[src/rtl/gecko_xor_pkg.sv]
// gecko_xor_pkg
// Shared definitions for the gecko keystream decryptor: default buffer depth
// and counter width, plus the keystream fetch FSM state encoding.
package gecko_xor_pkg;

  localparam int KS_DEPTH_DEF  = 4;
  localparam int CNT_WIDTH_DEF = 16;

  typedef enum logic {
    F_IDLE = 1'b0,
    F_GAP  = 1'b1
  } fetch_state_t;

endpackage

[src/rtl/gecko_ksbuf.sv]
// gecko_ksbuf
// Circular byte buffer holding prefetched keystream bytes.
// Ports:
//   clk, rst      system clock, synchronous active-high reset
//   clken         clock enable; pointers and storage hold while low
//   push/push_data  write one byte (ignored when full)
//   pop           drop the head byte (ignored when empty)
//   head          oldest buffered byte
//   full/empty    occupancy flags, from the registered pointers
module gecko_ksbuf #(
  parameter int DEPTH = 4
) (
  input  logic       clk,
  input  logic       rst,
  input  logic       clken,
  input  logic       push,
  input  logic [7:0] push_data,
  input  logic       pop,
  output logic [7:0] head,
  output logic       full,
  output logic       empty
);

  localparam int AW = $clog2(DEPTH);
  localparam logic [AW:0] PTR_ONE = {{AW{1'b0}}, 1'b1};

  // Pointers carry one extra wrap bit so full and empty are distinguishable.
  logic [AW:0] r_wr_ptr;
  logic [AW:0] r_rd_ptr;
  logic [7:0]  r_mem [DEPTH];
  logic        w_do_push;
  logic        w_do_pop;

  assign full  = (r_wr_ptr[AW] != r_rd_ptr[AW]) &&
                 (r_wr_ptr[AW-1:0] == r_rd_ptr[AW-1:0]);
  assign empty = (r_wr_ptr == r_rd_ptr);

  // Full is judged before any same-cycle pop, so a push into a full buffer
  // is dropped even if a slot frees up in that cycle.
  assign w_do_push = clken & push & ~full;
  assign w_do_pop  = clken & pop & ~empty;

  always_ff @(posedge clk) begin
    if (rst) begin
      r_wr_ptr <= '0;
      r_rd_ptr <= '0;
    end else begin
      if (w_do_push) r_wr_ptr <= r_wr_ptr + PTR_ONE;
      if (w_do_pop)  r_rd_ptr <= r_rd_ptr + PTR_ONE;
    end
  end

  always_ff @(posedge clk) begin
    if (w_do_push) r_mem[r_wr_ptr[AW-1:0]] <= push_data;
  end

  assign head = r_mem[r_rd_ptr[AW-1:0]];

endmodule

[src/rtl/gecko_xor.sv]
// gecko_xor
// Stream decryptor behind the gecko keystream generator. Prefetches keystream
// bytes into gecko_ksbuf and XORs each accepted ciphertext byte with the
// oldest buffered keystream byte, presenting plaintext on a registered
// valid/ready output.
// Ports:
//   clk, rst, clken          clock, sync active-high reset, shared clock enable
//   ks_ready, ks_byte        gecko byte available / gecko data
//   ks_next                  one-cycle request for the next gecko byte
//   din, din_valid, din_ready     ciphertext input handshake
//   dout, dout_valid, dout_ready  plaintext output handshake
//   byte_count               plaintext bytes delivered, wraps
//
// Fetch FSM
//   state  | meaning
//   F_IDLE | take ks_byte when gecko is ready and the buffer has room
//   F_GAP  | one idle cycle so gecko can drop ks_ready after ks_next
module gecko_xor
  import gecko_xor_pkg::*;
#(
  parameter int KS_DEPTH  = KS_DEPTH_DEF,
  parameter int CNT_WIDTH = CNT_WIDTH_DEF
) (
  input  logic                 clk,
  input  logic                 rst,
  input  logic                 clken,
  input  logic                 ks_ready,
  input  logic [7:0]           ks_byte,
  output logic                 ks_next,
  input  logic [7:0]           din,
  input  logic                 din_valid,
  output logic                 din_ready,
  output logic [7:0]           dout,
  output logic                 dout_valid,
  input  logic                 dout_ready,
  output logic [CNT_WIDTH-1:0] byte_count
);

  localparam logic [CNT_WIDTH-1:0] CNT_ONE = {{(CNT_WIDTH-1){1'b0}}, 1'b1};

  fetch_state_t         r_state;
  logic [7:0]           r_dout;
  logic                 r_dout_valid;
  logic [CNT_WIDTH-1:0] r_byte_count;

  logic       w_full;
  logic       w_empty;
  logic [7:0] w_head;
  logic       w_push;
  logic       w_accept;
  logic       w_xfer;

  // ks_next must coincide with the push: gecko treats ready+next in the same
  // cycle as consumption of the byte it is presenting.
  assign w_push  = clken & ~rst & (r_state == F_IDLE) & ks_ready & ~w_full;
  assign ks_next = w_push;

  assign din_ready = clken & ~w_empty & (~r_dout_valid | dout_ready);
  assign w_accept  = din_valid & din_ready;
  assign w_xfer    = clken & r_dout_valid & dout_ready;

  gecko_ksbuf #(
    .DEPTH(KS_DEPTH)
  ) u_ksbuf (
    .clk      (clk),
    .rst      (rst),
    .clken    (clken),
    .push     (w_push),
    .push_data(ks_byte),
    .pop      (w_accept),
    .head     (w_head),
    .full     (w_full),
    .empty    (w_empty)
  );

  always_ff @(posedge clk) begin
    if (rst) begin
      r_state <= F_IDLE;
    end else if (clken) begin
      case (r_state)
        F_IDLE: if (w_push) r_state <= F_GAP;
        F_GAP:  r_state <= F_IDLE;
      endcase
    end
  end

  always_ff @(posedge clk) begin
    if (rst) begin
      r_dout       <= 8'h00;
      r_dout_valid <= 1'b0;
      r_byte_count <= '0;
    end else if (clken) begin
      if (w_accept) begin
        r_dout       <= din ^ w_head;
        r_dout_valid <= 1'b1;
      end else if (w_xfer) begin
        r_dout_valid <= 1'b0;
      end
      if (w_xfer) r_byte_count <= r_byte_count + CNT_ONE;
    end
  end

  assign dout       = r_dout;
  assign dout_valid = r_dout_valid;
  assign byte_count = r_byte_count;

endmodule

[config.mk]
export PLATFORM = sky130hd
export DESIGN_NAME = gecko_xor
export DESIGN_NICKNAME = d
export VERILOG_FILES = /design/src/rtl/gecko_xor_pkg.sv /design/src/rtl/gecko_ksbuf.sv /design/src/rtl/gecko_xor.sv
export SDC_FILE = /design/constraint.sdc
export NUM_CORES = 1
export LEC_CHECK = 0
export CORE_MARGIN = 3
export CORE_UTILIZATION = 35
export DETAILED_ROUTE_END_ITERATION = 8
export PLACE_DENSITY = 0.57
export SYNTH_ARGS = -nofsm -noshare
export SYNTH_HDL_FRONTEND = slang
export SYNTH_SLANG_ARGS = --single-unit
[constraint.sdc]
create_clock -name clk -period 1.74 [get_ports clk]
set_input_delay 0.348 -clock clk [delete_from_list [all_inputs] [get_ports clk]]
set_output_delay 0.348 -clock clk [all_outputs]
set_load 0.02 [all_outputs]
* Yosys cells after proc, flatten, opt, wreduce, memory -nomap -nowiden
Memories as Yosys holds them, arrays and structs flattened. A register that Yosys moved wholly into a read port is not among the register bits.
Index checks and enable logic that the tools add are counted.
** Storage, ports and cells
- Bits in writable memories :: 32
- Word-level logic and storage cells :: 46
- Register bits after elaboration :: 32
- Bits of input ports :: 22
- Output and inout bits :: 27
- Memories :: 1
** Cells by class
- Reduce and logical (&&, ||, !) cells :: 5
- Add/sub/neg operators :: 3
- Equal/unequal tests :: 3
- Mux-type cells :: 8
- Bitwise operators :: 20
** Memory list
- u_ksbuf.r_mem :: depth 4, width 8, read ports 1, clocked after memory_dff 1, wr ports 1, RTL line gecko_ksbuf.sv:30 : logic [7:0] r_mem [DEPTH];
** Operators by type and width (count)
- 16-bit by 1-bit adder with 16-bit output, second input constant :: 1
- 1-bit bitwise AND :: 13
- 8-bit bitwise XOR :: 1
- 3-bit by 1-bit adder with 3-bit output, second input constant :: 2
- 2-bit AND reduction :: 3
- 1-bit two-way mux :: 5
- 1-bit NOT :: 5
- 2-bit two-way mux :: 2
- 3-bit == test :: 1
- 2-bit == test :: 1
- 1-bit one-hot mux with 2 select lines :: 1
- 2-bit nonzero test :: 1
- 1-bit logical AND :: 1
- 1-bit inequality test :: 1
- 1-bit bitwise OR :: 1

* Depth between registers and ports, before layout
Gate-level depths: netlist of run 1.
- Depth in word-level cells :: 9
- Depth in mapped cells :: 5
- Depth with buffers taken out :: 5

* By module
A second synthesis of run 1 with hierarchy kept.
** Unflattened totals
- Cells, all modules :: 239
- Area, all modules :: 2969.1 um^2
** Modules (own cells, without submodules)
- gecko_ksbuf :: cells each 112, times used 1, sequential area each 1121.1 um^2, area each 1800.5 um^2
- gecko_xor :: cells each 127, times used 1, sequential area each 520.5 um^2, area each 1168.6 um^2

* Worst setup path after synthesis of run 1
Ideal clock, no wire load.
- Path type :: input to register
- From :: input rst
- To :: memory u_ksbuf.r_mem[0][0] (enable)
- Cell stages on the path :: 4
- Arrival :: 1581 ps
- Required time :: 1408 ps
- Path buffers :: 1
- Library setup time :: 332 ps
- Setup slack :: -173 ps
- Cells stage by stage :: clkbuf_1 -> nand4bb_1 -> a31oi_2 -> and2_1
** Between the ends
- Longest elaborated chain between the ends :: 9
** RTL lines
- start, declared :: RTL line gecko_xor.sv:25 : input logic rst,
- 1-bit NOT :: RTL line gecko_xor.sv:55 : assign w_push = clken & ~rst & (r_state == F_IDLE) & ks_ready & ~w_full;
- 1-bit bitwise AND (4 in a row) :: RTL line gecko_xor.sv:55
- named net ks_next :: RTL line gecko_xor.sv:29 : output logic ks_next,
- 1-bit bitwise AND (2 in a row) :: RTL line gecko_ksbuf.sv:40 : assign w_do_push = clken & push & ~full;
- 1-bit two-way mux :: RTL line gecko_ksbuf.sv:54 : if (w_do_push) r_mem[r_wr_ptr[AW-1:0]] <= push_data;
- 1-bit two-way mux (not written as such) :: RTL line gecko_ksbuf.sv:54
- end, declared :: RTL line gecko_ksbuf.sv:30
The timed path passes the listed nets, and every way through them passes these cells.

* Final worst setup path of run 1
- From :: input dout_ready
- To :: output din_ready
** Between the ends
- Longest elaborated chain between the ends :: 2
** RTL lines
- start, declared :: RTL line gecko_xor.sv:35 : input logic dout_ready,
- 1-bit bitwise OR :: RTL line gecko_xor.sv:58 : assign din_ready = clken & ~w_empty & (~r_dout_valid | dout_ready);
- 1-bit bitwise AND :: RTL line gecko_xor.sv:58
- end, declared :: RTL line gecko_xor.sv:32 : output logic din_ready,
Every way passes these cells.

==> results of run 1 <==
-- power breakdown --
part	internal, mW	total, mW	switching (mW)
combinational	0.149	0.281	0.133
clock	0.658	1.23	0.570
sequential	1.65	1.66	0.0138
-- area by class of cell --
class	count	area (um2)
flip-flops and latches	66	1648
clock buffers	11	131.4
clock inverters	5	55.05
inverters	15	56.30
fillers	714	3913
multi-input cells	144	1167
repair buffers	77	709.4
well taps	102	127.6
-- synth_stat cells, types with 4 or more instances --
cell / count / share of area
dfxtp_1: 34 / 0.24
edfxtp_1: 32 / 0.34
nor2_1: 16 / 0.021
inv_1: 15 / 0.020
nor3_1: 15 / 0.026
xor2_1: 13 / 0.040
xnor2_1: 10 / 0.031
a211oi_1: 9 / 0.024
a21oi_1: 9 / 0.016
mux4_2: 8 / 0.063
nand2_1: 7 / 0.0092
ha_1: 6 / 0.026
o21ai_0: 6 / 0.011
clkbuf_1: 5 / 0.0066
nand4_1: 5 / 0.011
or3_1: 5 / 0.011
and2_1: 4 / 0.0088
nand3_1: 4 / 0.0070
nor4_1: 4 / 0.0088
-- cells by family (layout without fill, tap and decap cells) --
kind of cell               count (synthesis)  in the layout
AOI/OAI and AO/OA                         28             28
xor gates and xnor gates                  23             23
adders and majority gates                  6              6
buffers and inverters                     24            108
DFF                                       66             66
muxes                                     13             13
and+or+nand+nor                           74             74
-- sequential cells by signal, summed over array words and instances, names as in the netlist, named ones only --
signal            cells
byte_count           16
dout                  8
dout_valid            1
r_state               1
u_ksbuf.r_mem        32
u_ksbuf.r_rd_ptr      3
u_ksbuf.r_wr_ptr      3
-- worst min path at each step --
stage,from,slack (ps),endpoint,depth (start not counted)
4_1_cts,dout[5],460,dout[5],2
3_5_place_dp,dout[7],450,dout[7],2
5_1_grt,dout[3],480,dout[3],2
2_1_floorplan,ks_byte[0],450,u_ksbuf.r_mem[0][0],0
6_report,dout[7],460,dout[7],2
3_3_place_gp,dout[5],450,dout[5],2
-- per-layer routing --
layer	vias to the layer above	part of all wire	track usage
met5	-	0	0
met4	0	0.011	0.04556
met3	8	0.057	0.05004
met2	45	0.49	0.2260
met1	946	0.44	0.1587
li1	1008	-	-
-- timing repair --
item | in CTS | in global routing
setup buffers | 0 | 1
endpoints found under the hold margin | 0 | 0
endpoints found under the setup margin | 12 | 17
pin swaps | 0 | 3
hold buffers | 0 | 0
gates resized for setup | 22 | 15
-- critical path, cell delays in order --
cell             delay (ps)
clkdlybuf4s50_1         440
or2b_1                  250
nand2_1                  80
nor2_1                   40
buf_2                   160
-- metrics by stage --
stage | hold WS (ps) | cells | setup TNS (ps) | total power, mW
2_1_floorplan | 446.9 | 234 | 0 | 1.829
3_3_place_gp | 446.8 | 403 | -14980 | 1.975
3_5_place_dp | 450.1 | 403 | -15400 | 1.977
4_1_cts | 461.3 | 419 | 0 | 3.214
5_1_grt | 476.2 | 420 | -0.3947 | 3.307
6_report | 461.1 | 420 | 0 | 3.174
==> summary.txt, run 1 <==
Syn nets - 262
Final Cell Area - 0.003895 mm2
WL/cell - 13.99 um
Depth of the CTS H-tree - 3
Die width - 96.30 um
RD Place Congestion - 0.7281
Final setup vio count - 0
Clock slew at reported path FFs - 70 ps
Clock Sinks - 66
Most used DFF post-synth - dfxtp_1
Status - finished clean
Routed vias - 2007
Worst Setup Start Kind - input port
Most common cell after layout, fill and taps aside - edfxtp_1
Final core utilization - 0.4989
Maximum vdd drop - 0.0004322 V
Crit path launch - dout_ready
CTS Root Buffer Type - clkbuf_8
Max Clk Rate - 596.8 MHz
CP Class - in2out
First-pass DRT Iterations - 4
Port bufs - 48
Die height - 96.30 um
Setup slack, reg-to-reg - 130 ps
Terminus of the critical flop-to-flop path - u_ksbuf.r_mem[3][0]
Worst EP required - 1390 ps
Cells after synthesis - 234
Post-synth ARST share - 0
Cell Area, Placed - 0.003652 mm2
Post-Synth Simple-Gate Area - 0.1469
Grt ovf - 0
Main combinational cell family by area after synthesis - simple AND/OR/NAND/NOR gates
HPWL Detailed - 4186 um
Tightest Pin Transition - 373.0 ps
RR Startpoint - u_ksbuf.r_wr_ptr[2]
Commonest non-fill, non-tap cells in the layout - edfxtp_1, clkdlybuf4s50_1, dfxtp_1
CTS Buffer Depth - 2
Leak pwr - 1.460 nW
Layout Nets - 341
Die footprint - 0.009274 mm2
Drt total wl - 5877 um
Initial Util - 0.3655
Min cycle time layout - 1675 ps
Slew headroom - 0.7514
Max cap viols - 0
Routed Antenna Nets - 0
1st-iter DRT viols - 44
Mean Syn Cell Area - 12.20 um2
EDFF count, synth - 32
Placement Setup Slack - -490.5 ps
DRC Markers - 0
I/O Pins - 49
Post-synthesis xor/xnor area fraction - 0.07058
Area Growth Syn to Fin - 36.48%
Core area - 0.007807 mm2
Adder-Cell Fraction of Synth Area - 0.02630
Final Skew - 10.30 ps
Seq cells post-synth - 66
CTS tree - yes
Compound-cell area share of the yosys netlist - 0.06313
Row count - 32
CP max FO - 2
Vias in the first global route - 1943
Share of cells above drive strength 1 - 0.2327
Synth warn - 0
Initial antenna violation count - 0
Fin crit share - 0.9629
First-pass GRT wire length - 9266 um
WP data arrival - 1330 ps
Crit. End Element - output pin
Final Max Slew Viols - 0
Largest net degree at the start of global routing - 36
Synthesized area - 0.002854 mm2
Cell variety after synth - 41
Cell area power density - 815.0 mW/mm2
CTS buffer count - 9
Worst min path class - reg2reg
Final hold vios - 0
Worst Setup EP - din_ready
N_diodes - 0
R2R depth - 5
Later-pin clock latency in the skew report - 340 ps
Final worst-path setup slack - 64.50 ps
GR Util All Layers - 0.1347
Post-synthesis mux area share - 0.08198
Register area share after synthesis - 0.5752
Drt via density - 4.779
No activity file was read; power rests on OpenSTA's default activity.
==> run 2, diff against run 1 <==
--- a/config.mk
+++ b/config.mk
@@ -5,7 +5,7 @@
 export SDC_FILE = /design/constraint.sdc
 export NUM_CORES = 1
 export LEC_CHECK = 0
-export CORE_MARGIN = 3
+export CORE_MARGIN = 4
 export CORE_UTILIZATION = 35
 export DETAILED_ROUTE_END_ITERATION = 8
 export PLACE_DENSITY = 0.57
==> summary.txt, run 2 (synthesized netlist as in run 1, its figures left out) <==
GR Util All Layers - 0.1243 (-0.01035)
Maximum vdd drop - 0.0004434 V (+2.6%)
Fin crit share - 0.9700 (+0.007084)
Die width - 98.30 um (+2.1%)
TNS Setup - 0 ps (unchanged)
HPWL Detailed - 4192 um (+0.13%)
CP Class - in2out
Crit path launch - rst
Die footprint - 0.009663 mm2 (+4.2%)
Later-pin clock latency in the skew report - 340 ps (about the same)
Routed vias - 1978 (-1.4%)
Grt ovf - 0 (unchanged)
Die height - 98.30 um (+2.1%)
Final hold vios - 0 (unchanged)
Drt total wl - 5828 um (-0.83%)
Delay-heaviest family, CP - buffers and inverters
WL/cell - 14.01 um (+0.12%)
Port bufs - 48 (unchanged)
CTS Root Buffer Type - clkbuf_8
CTS tree - yes
Initial antenna violation count - 0 (unchanged)
RR Startpoint - u_ksbuf.r_wr_ptr[2]
Final setup vio count - 0 (unchanged)
Final Skew - 6.977 ps (-3.322 ps)
Max Clk Rate - 592.5 MHz (-0.73%)
1st-iter DRT viols - 65 (+48%)
Routed Antenna Nets - 0 (unchanged)
CTS Buffer Depth - 2 (unchanged)
CP max FO - 2 (unchanged)
Share of cells above drive strength 1 - 0.2325 (about the same)
DRC Markers - 0 (unchanged)
CTS buffer count - 9 (unchanged)
CP bufs+invs - 2 (unchanged)
Max incr delay on CP - 440 ps (about the same)
Depth of the CTS H-tree - 3 (unchanged)
CP max stage cell - clkdlybuf4s50_1
Final Max Slew Viols - 0 (unchanged)
I/O Pins - 49 (unchanged)
Core area - 0.007848 mm2 (+0.51%)
Status - finished clean
Worst Setup Start Kind - input port
Initial Util - 0.3637 (-0.001865)
Clock slew at reported path FFs - 70 ps (about the same)
First-pass DRT Iterations - 4 (unchanged)
Total Power - 3.338 mW (+5.2%)
Row count - 32 (unchanged)
First-pass GRT wire length - 9411 um (+1.6%)
Worst EP required - 1390 ps (about the same)
Max cap viols - 0 (unchanged)
Tightest Pin Transition - 379.5 ps (+6.562 ps)
Drt via density - 4.755 (-0.50%)
N_diodes - 0 (unchanged)
WP data arrival - 1340 ps (about the same)
Clock Sinks - 66 (unchanged)
Critical-path cell list - clkdlybuf4s50_1 > nand4bb_4 > a31oi_4 > buf_6
Leak pwr - 1.434 nW (-1.8%)
Layout Nets - 337 (-1.2%)
Most common cell after layout, fill and taps aside - edfxtp_1
Largest register FFs - 32 (unchanged)
Unrepaired setup endpoints after global routing - true
Crit. End Element - output pin
Slew headroom - 0.7470 (-0.004375)
Largest net degree at the start of global routing - 36 (unchanged)
Commonest non-fill, non-tap cells in the layout - edfxtp_1, clkdlybuf4s50_1, dfxtp_1
Vias in the first global route - 1955 (+0.62%)
Area Growth Syn to Fin - 36.26%
Cell area power density - 858.4 mW/mm2 (+5.3%)
Worst min path class - reg2reg
RD Place Congestion - 0.7811 (+7.3%)
Min cycle time layout - 1688 ps (+12.33 ps)
Hold wc startpoint - dout[1]
==> run 2: cell count changes in the layout (fill, tap and decap cells not counted) <==
cell,delta
clkinv_4,+1
dfxtp_1,-1
dlymetal6s2s_1,-2
dfxtp_2,+1
buf_4,-2
clkbuf_1,-2
dlygate4sd2_1,+2
bufinv_16,+1
buf_6,-1
buf_2,-1
==> run 2: through the flow <==
step / area, um2 / utilization / cells / hold WS [ps] / setup WS (ps)
after CTS: 3852 / 0.4909 / 415 / 462.1 / 3.983
after floorplan: 2868 / - / 234 / 446.9 / 8.491
final: 3889 / 0.4955 / 416 / 462.7 / 52.18
after global routing: 3889 / 0.4955 / 416 / 489.8 / -36.94
after detailed placement: 3622 / 0.4616 / 399 / 451.4 / -526.0
after global placement: 3622 / 0.4616 / 399 / 453.1 / -542.2
==> run 2: routing by layer <==
metal	vias to the layer above	share of wire	GRT usage
met1	928	0.44	0.1532
met4	0	0.012	0.04727
met2	47	0.49	0.2018
li1	996	-	-
met5	-	0	0
met3	7	0.058	0.04214
==> run 2: worst paths after layout <==
kind,endpoint,slack [ps],cells past startpoint
worst max register to register,u_ksbuf.r_mem[3][1],100,5
worst min-delay path,dout[1],460,2
worst min register to register,dout[1],460,2
worst max-delay path,ks_next,50,4
==> run 2: layout make-up <==
type / count / area [um2]
Clock buffer: 9 / 123.9
Inverter: 15 / 56.30
Fill cell: 734 / 3959
Clock inverter: 7 / 93.84
Tap cell: 102 / 127.6
Multi-Input combinational cell: 144 / 1167
Sequential cell: 66 / 1649
Timing Repair Buffer: 73 / 670.6
==> run 2: report_power, final <==
group          total (mW)  switching [mW]  leakage [nW]  internal, mW
registers            1.67          0.0145         0.566          1.65
clock network        1.40           0.594         0.107         0.804
logic               0.275           0.130         0.761         0.145
==> run 2: worst register-to-register path, cell delays in order (launching register included) <==
cell	delay, ps
dfxtp_2	350
xor2_2	190
buf_4	150
a31oi_4	170
buf_4	180
and2_2	300
==> run 2: timing repair <==
action                     CTS  global route
gates resized for setup     28            10
buffers inserted             0             1
setup endpoints to repair   23            27
pin swaps                    1             5
hold buffers                 0             0
